File: config.mk
export PLATFORM = sky130hd
export DESIGN_NAME = cic_decim_param
export DESIGN_NICKNAME = d
export VERILOG_FILES = /design/src/rtl/cic_decim_param.sv
export SDC_FILE = /design/constraint.sdc
export NUM_CORES = 1
export LEC_CHECK = 0
export ABC_AREA = 1
export BUFFER_PORTS_ARGS = -buffer_cell sky130_fd_sc_hd__buf_2
export CORE_MARGIN = 1
export CORE_UTILIZATION = 48
export CTS_CLUSTER_SIZE = 24
export DETAILED_ROUTE_END_ITERATION = 12
export GPL_ROUTABILITY_DRIVEN = 0
export HOLD_SLACK_MARGIN = 0.1
export REMOVE_ABC_BUFFERS = 1
export SKIP_CTS_REPAIR_TIMING = 1
export SLEW_MARGIN = 20
export SYNTH_ARGS = -nofsm -noshare
export SYNTH_HDL_FRONTEND = slang
export SYNTH_SLANG_ARGS = --single-unit
File: constraint.sdc
create_clock -name clk -period 11.3 [get_ports clk]
set_input_delay 2.26 -clock clk [delete_from_list [all_inputs] [get_ports clk]]
set_output_delay 2.26 -clock clk [all_outputs]
set_load 0.01 [all_outputs]
File: src/rtl/cic_decim_param.sv
// -----------------------------------------------------------------------------
// cic_decim_param
//   N-stage CIC decimator with runtime-programmable rate and output shift.
//   The integrators are pipelined. The comb chain is combinational from the
//   last integrator and is evaluated once per output block. The output is a
//   saturated OUT_W-bit sample.
//
// Optional feature (compile-time macro):
//   CIC_ROUND_EN  : when defined, adds 2^(shift-1) before the arithmetic
//                   shift, which gives round-half-up. When undefined, the shift
//                   truncates toward -inf and no rounding adder is built.
//
// Ports:
//   clk         clock
//   syn_rst     synchronous active-high reset
//   clk_enable  input sample valid; filter_in is consumed when high
//   filter_in   signed input sample
//   cfg_load    one-cycle pulse: latch cfg_rate/cfg_shift, flush the datapath
//   cfg_rate    decimation rate, clamped to [2, R_MAX]
//   cfg_shift   right shift before saturation, clamped to ACC_W-OUT_W
//   filter_out  decimated sample; held between strobes
//   ce_out      one-cycle pulse marking a new filter_out
//   ovf_flag    sticky saturation indicator; cleared by syn_rst or cfg_load
// -----------------------------------------------------------------------------
module cic_decim_param #(
    parameter int IN_W  = 16,
    parameter int OUT_W = 16,
    parameter int N     = 4,
    parameter int M     = 1,
    parameter int R_MAX = 64,
    localparam int R_W   = $clog2(R_MAX + 1),
    localparam int ACC_W = IN_W + N * $clog2(R_MAX * M)
) (
    input  logic                    clk,
    input  logic                    syn_rst,
    input  logic                    clk_enable,
    input  logic signed [IN_W-1:0]  filter_in,
    input  logic                    cfg_load,
    input  logic [R_W-1:0]          cfg_rate,
    input  logic [5:0]              cfg_shift,
    output logic signed [OUT_W-1:0] filter_out,
    output logic                    ce_out,
    output logic                    ovf_flag
);

    localparam int SH_MAX = ACC_W - OUT_W;
    localparam logic signed [ACC_W:0] OUT_MAX = (ACC_W+1)'(2**(OUT_W-1) - 1);
    localparam logic signed [ACC_W:0] OUT_MIN = (ACC_W+1)'(-(2**(OUT_W-1)));

    logic [R_W-1:0]          rate_q;
    logic [5:0]              shift_q;
    logic [R_W-1:0]          cnt_q;
    logic                    pend_q;   // comb/output evaluation due this cycle
    logic signed [ACC_W-1:0] integ_q [N];
    logic signed [ACC_W-1:0] dly_q   [N][M];

    logic [R_W-1:0]          rate_next;
    logic [5:0]              shift_next;
    logic                    dec_stb;
    logic signed [ACC_W-1:0] comb_in [N];
    logic signed [ACC_W-1:0] comb_out;
    logic signed [ACC_W:0]   y_ext;
    logic signed [ACC_W:0]   y_sh;
    logic [OUT_W-1:0]        y_sat;
    logic                    y_ovf;

    assign dec_stb = clk_enable && (cnt_q == rate_q - R_W'(1));

    // Clamp the configuration before it is latched.
    always_comb begin
        // NOTE: every variable assigned in always_comb gets a default first;
        // a path that leaves one unassigned would infer a latch.
        rate_next  = cfg_rate;
        shift_next = cfg_shift;
        if (cfg_rate < R_W'(2))
            rate_next = R_W'(2);
        else if (cfg_rate > R_W'(R_MAX))
            rate_next = R_W'(R_MAX);
        if (int'(cfg_shift) > SH_MAX)
            shift_next = 6'(SH_MAX);
    end

    // Comb chain. This is a blocking running difference from the last
    // integrator. comb_in[k] is the value that enters stage k's delay line.
    always_comb begin
        comb_out = integ_q[N-1];
        for (int k = 0; k < N; k++) begin
            comb_in[k] = comb_out;
            comb_out   = comb_out - dly_q[k][M-1];
        end
    end

    // Output stage: the value is extended by one bit so that the rounding
    // offset cannot wrap. It is then shifted and saturated.
    always_comb begin
        y_ext = {comb_out[ACC_W-1], comb_out};
`ifdef CIC_ROUND_EN
        if (shift_q != 6'd0)
            y_ext = y_ext + ((ACC_W+1)'(1) << (shift_q - 6'd1));
`endif
        y_sh  = y_ext >>> shift_q;
        y_ovf = 1'b0;
        if (y_sh > OUT_MAX) begin
            y_sat = OUT_MAX[OUT_W-1:0];
            y_ovf = 1'b1;
        end else if (y_sh < OUT_MIN) begin
            y_sat = OUT_MIN[OUT_W-1:0];
            y_ovf = 1'b1;
        end else begin
            y_sat = y_sh[OUT_W-1:0];
        end
    end

    always_ff @(posedge clk) begin
        if (syn_rst || cfg_load) begin
            // NOTE: the integrator and comb arrays are reset explicitly because
            // both reset and cfg_load must restart the filter from zero state.
            // These arrays are registers, not RAM.
            for (int k = 0; k < N; k++) begin
                integ_q[k] <= '0;
                for (int j = 0; j < M; j++)
                    dly_q[k][j] <= '0;
            end
            cnt_q      <= '0;
            pend_q     <= 1'b0;
            filter_out <= '0;
            ce_out     <= 1'b0;
            ovf_flag   <= 1'b0;
            if (syn_rst) begin
                rate_q  <= R_W'(R_MAX);
                shift_q <= 6'd0;
            end else begin
                rate_q  <= rate_next;
                shift_q <= shift_next;
            end
        end else begin
            // NOTE: sequential state uses non-blocking assignments. Because of
            // this, every integrator stage below adds the previous stage's old
            // value, which gives the pipelined structure.
            if (clk_enable) begin
                integ_q[0] <= integ_q[0] + {{(ACC_W-IN_W){filter_in[IN_W-1]}}, filter_in};
                for (int k = 1; k < N; k++)
                    integ_q[k] <= integ_q[k] + integ_q[k-1];
                cnt_q <= dec_stb ? '0 : cnt_q + R_W'(1);
            end

            pend_q <= dec_stb;
            ce_out <= pend_q;

            // The pending output completes even if clk_enable is low.
            if (pend_q) begin
                for (int k = 0; k < N; k++) begin
                    dly_q[k][0] <= comb_in[k];
                    for (int j = 1; j < M; j++)
                        dly_q[k][j] <= dly_q[k][j-1];
                end
                filter_out <= y_sat;
                if (y_ovf)
                    ovf_flag <= 1'b1;
            end
        end
    end

endmodule
==> metrics.txt <==
status finished, violations left; failing checks design-rule violations; hold path start filter_out[9]; WP data required between 10 and 15 ns; area of the mapped netlist between 30000 and 40000 sq um; Slew @ Worst Pin slightly above 1 ns; RSZ-0062 raised after global routing false; R2R setup slack roughly 1.4 ns; largest net degree at the start of global routing about 100; I/O Pins approximately 50; max-cap check violation count 0; post-route ant nets 0; initial core utilization between 40 and 50%; clk_skew between 0.03 and 0.04 ns; Seq/Total Area, Yosys 34.4%; CP max FO 16; total wire length ~67000 microns; Port Buffers 50; Sink Count around 360; CTS Buffer Depth 3; synth unique cells 57; CP startpoint kind register; post-DP HPWL 50400 microns; post-place setup slack approximately 1.4 ns; antenna violations before repair 0; asr flop ratio synth 0%; Final Max Tran Viols 0; final design instance area without fill approximately 33000 sq um; layout cell share with drive strength beyond 1 approximately 4.4%; final worst slack 1.36 ns; final period utilization between 80 and 90%; nets around 4500; Std-Cell Rows 92; fin crit period ~10 ns; Top FF cell, synth edfxtp_1; register area 10500 sq um; Avg Cell Area, Syn roughly 7.5 sq um; FF-to-FF path depth 58; floorplan core area approximately 63000 sq um; filler cell count around 6300; cell family with most CP delay simple AND/OR/NAND/NOR gates; hold crit path type register to register; hold endpoint filter_out[9]; first-pass GRT wire length around 110000 microns; Mapped Cells approximately 4100; Area after DPL approximately 32000 sq um; GRT Residual Overflow 0; TritonCTS clock tree yes; Area Growth Syn to Fin 8.02%; YS warnings 0; number of diodes 0; CTS Buf Count 45; commonest non-fill, non-tap cell in the layout nand2_1; Bufs and invs on worst path 4; R2R Path End ovf_flag; Synth Register Bits between 300 and 400; Crit path top cell by count nand2_1; multi-input logic area approximately 17000 sq um; CTS root buffer clkbuf_16; Clock Pin Slew Worst Setup and Hold Paths ~0.06 ns; DR vias/cell 5.19; slowest CP cell nor4_1; Die Y 254 microns; Skew-Pair Late Insertion Delay 0.59 ns; Crit Reg-Reg Startpoint integ_q[3][0]; Worst path max stage delay around 0.48 ns; final hold violation count 0; Fin Setup TNS 0 ns; number of flops mapped to enable cells by yosys 333; Hold Path Depth 2; vias in the first global route 24800; Die ar. 64700 sq um; via count approximately 26000; DR WL/cell ~13 microns; Worst Path Arrival about 10 ns; crit path capture type register; DRT Pass-1 Iters 10; WS Path Type register to register; DR DRC count 2; FMAX ~100 MHz; Initial DRC Count roughly 1700; most frequent cells in the layout nand2_1 (749), inv_1 (633), a21oi_1 (489); # setup viols final 0; die width between 200 and 300 microns; GRT Total Usage a little over a fifth; H-tree depth 2; Slew headroom approximately 31%
layer usage:
metal | track usage [%] | wire (microns)
met1 | 26.3 | 30400
met2 | 37.6 | 32100
met3 | 2.52 | 2050
met4 | 7.31 | 2050
met5 | 0 | 0
logic make-up after synthesis:
family                   count (synthesis)  synth area share (%)
AND/OR/NAND/NOR                       1513                  20.8
AO/OA/AOI/OAI                          980                  17.7
buffers and inverters                  723                  8.98
flip-flops                             359                  34.4
adder cells (fa/ha/maj)                322                  13.4
XOR/XNOR                               160                  4.58
multiplexers                             5                 0.164
other                                    1                0.0123
registers in the layout, summed over array words and instances (netlist names):
name        flops
rate_q          7
pend_q          1
cnt_q           7
filter_out     16
dly_q         160
shift_q         6
ce_out          1
integ_q       160
ovf_flag        1
worst max path at each step:
stage / slack [ns] / endpoint / cells past startpoint / from
final: 1.36 / ovf_flag / 58 / integ_q[3][0]
after global routing: 0.16 / filter_out[4] / 59 / integ_q[3][0]
after CTS: 1.33 / filter_out[4] / 57 / integ_q[3][0]
after detailed placement: 1.37 / ovf_flag / 58 / integ_q[3][0]
after global placement: 1.45 / filter_out[2] / 60 / integ_q[3][0]
after floorplan: 3.20 / ovf_flag / 60 / integ_q[3][0]
synth_stat cells, types with 14 or more instances:
cell      number  area, sq um
nand2_1      750         2820
inv_1        635         2380
a21oi_1      489         2450
nor2_1       380         1430
edfxtp_1     333        10000
ha_1         314         3930
nand3_1      287         1440
o21ai_0      235         1180
xor2_1       124         1090
o21a_1        73          548
clkbuf_1      56          210
o21ai_1       45          225
xnor2_1       36          315
a31oi_1       32          200
dfxtp_1       26          521
nand4_1       25          156
o211ai_1      20          150
o31ai_1       17          128
buf_1         14         52.6
nor3_1        14         70.1
worst reg2reg max path: cells and delay by family (launching register included):
kind,cells,cell delay [ns]
xor gates and xnor gates,3,0.56
DFF,1,0.34
and+or+nand+nor,28,3.55
adders and majority gates,5,1.73
buffers and inverters,4,0.32
AOI/OAI and AO/OA,18,3.33
cell type report:
type / instances / area share, %
clock buffers: 60 / 3.58
repair buffers: 67 / 1.18
flip-flops and latches: 359 / 31.8
clock inverters: 21 / 0.367
multi-input cells: 2981 / 52.5
inverters: 644 / 7.36
well taps: 846 / 3.20
stage by stage:
stage / util [%] / instances / hold slack [ns]
2_1_floorplan: - / 3984 / 0.453
3_3_place_gp: 50.4 / 4896 / 0.434
3_5_place_dp: 50.4 / 4896 / 0.439
4_1_cts: 52.4 / 4977 / 0.454
5_1_grt: 52.5 / 4978 / 0.469
6_report: 52.5 / 4978 / 0.448
Power is left out: the tool's default activity adds up to more than one toggle a clock period on the data nets, which glitch-free logic cannot reach.
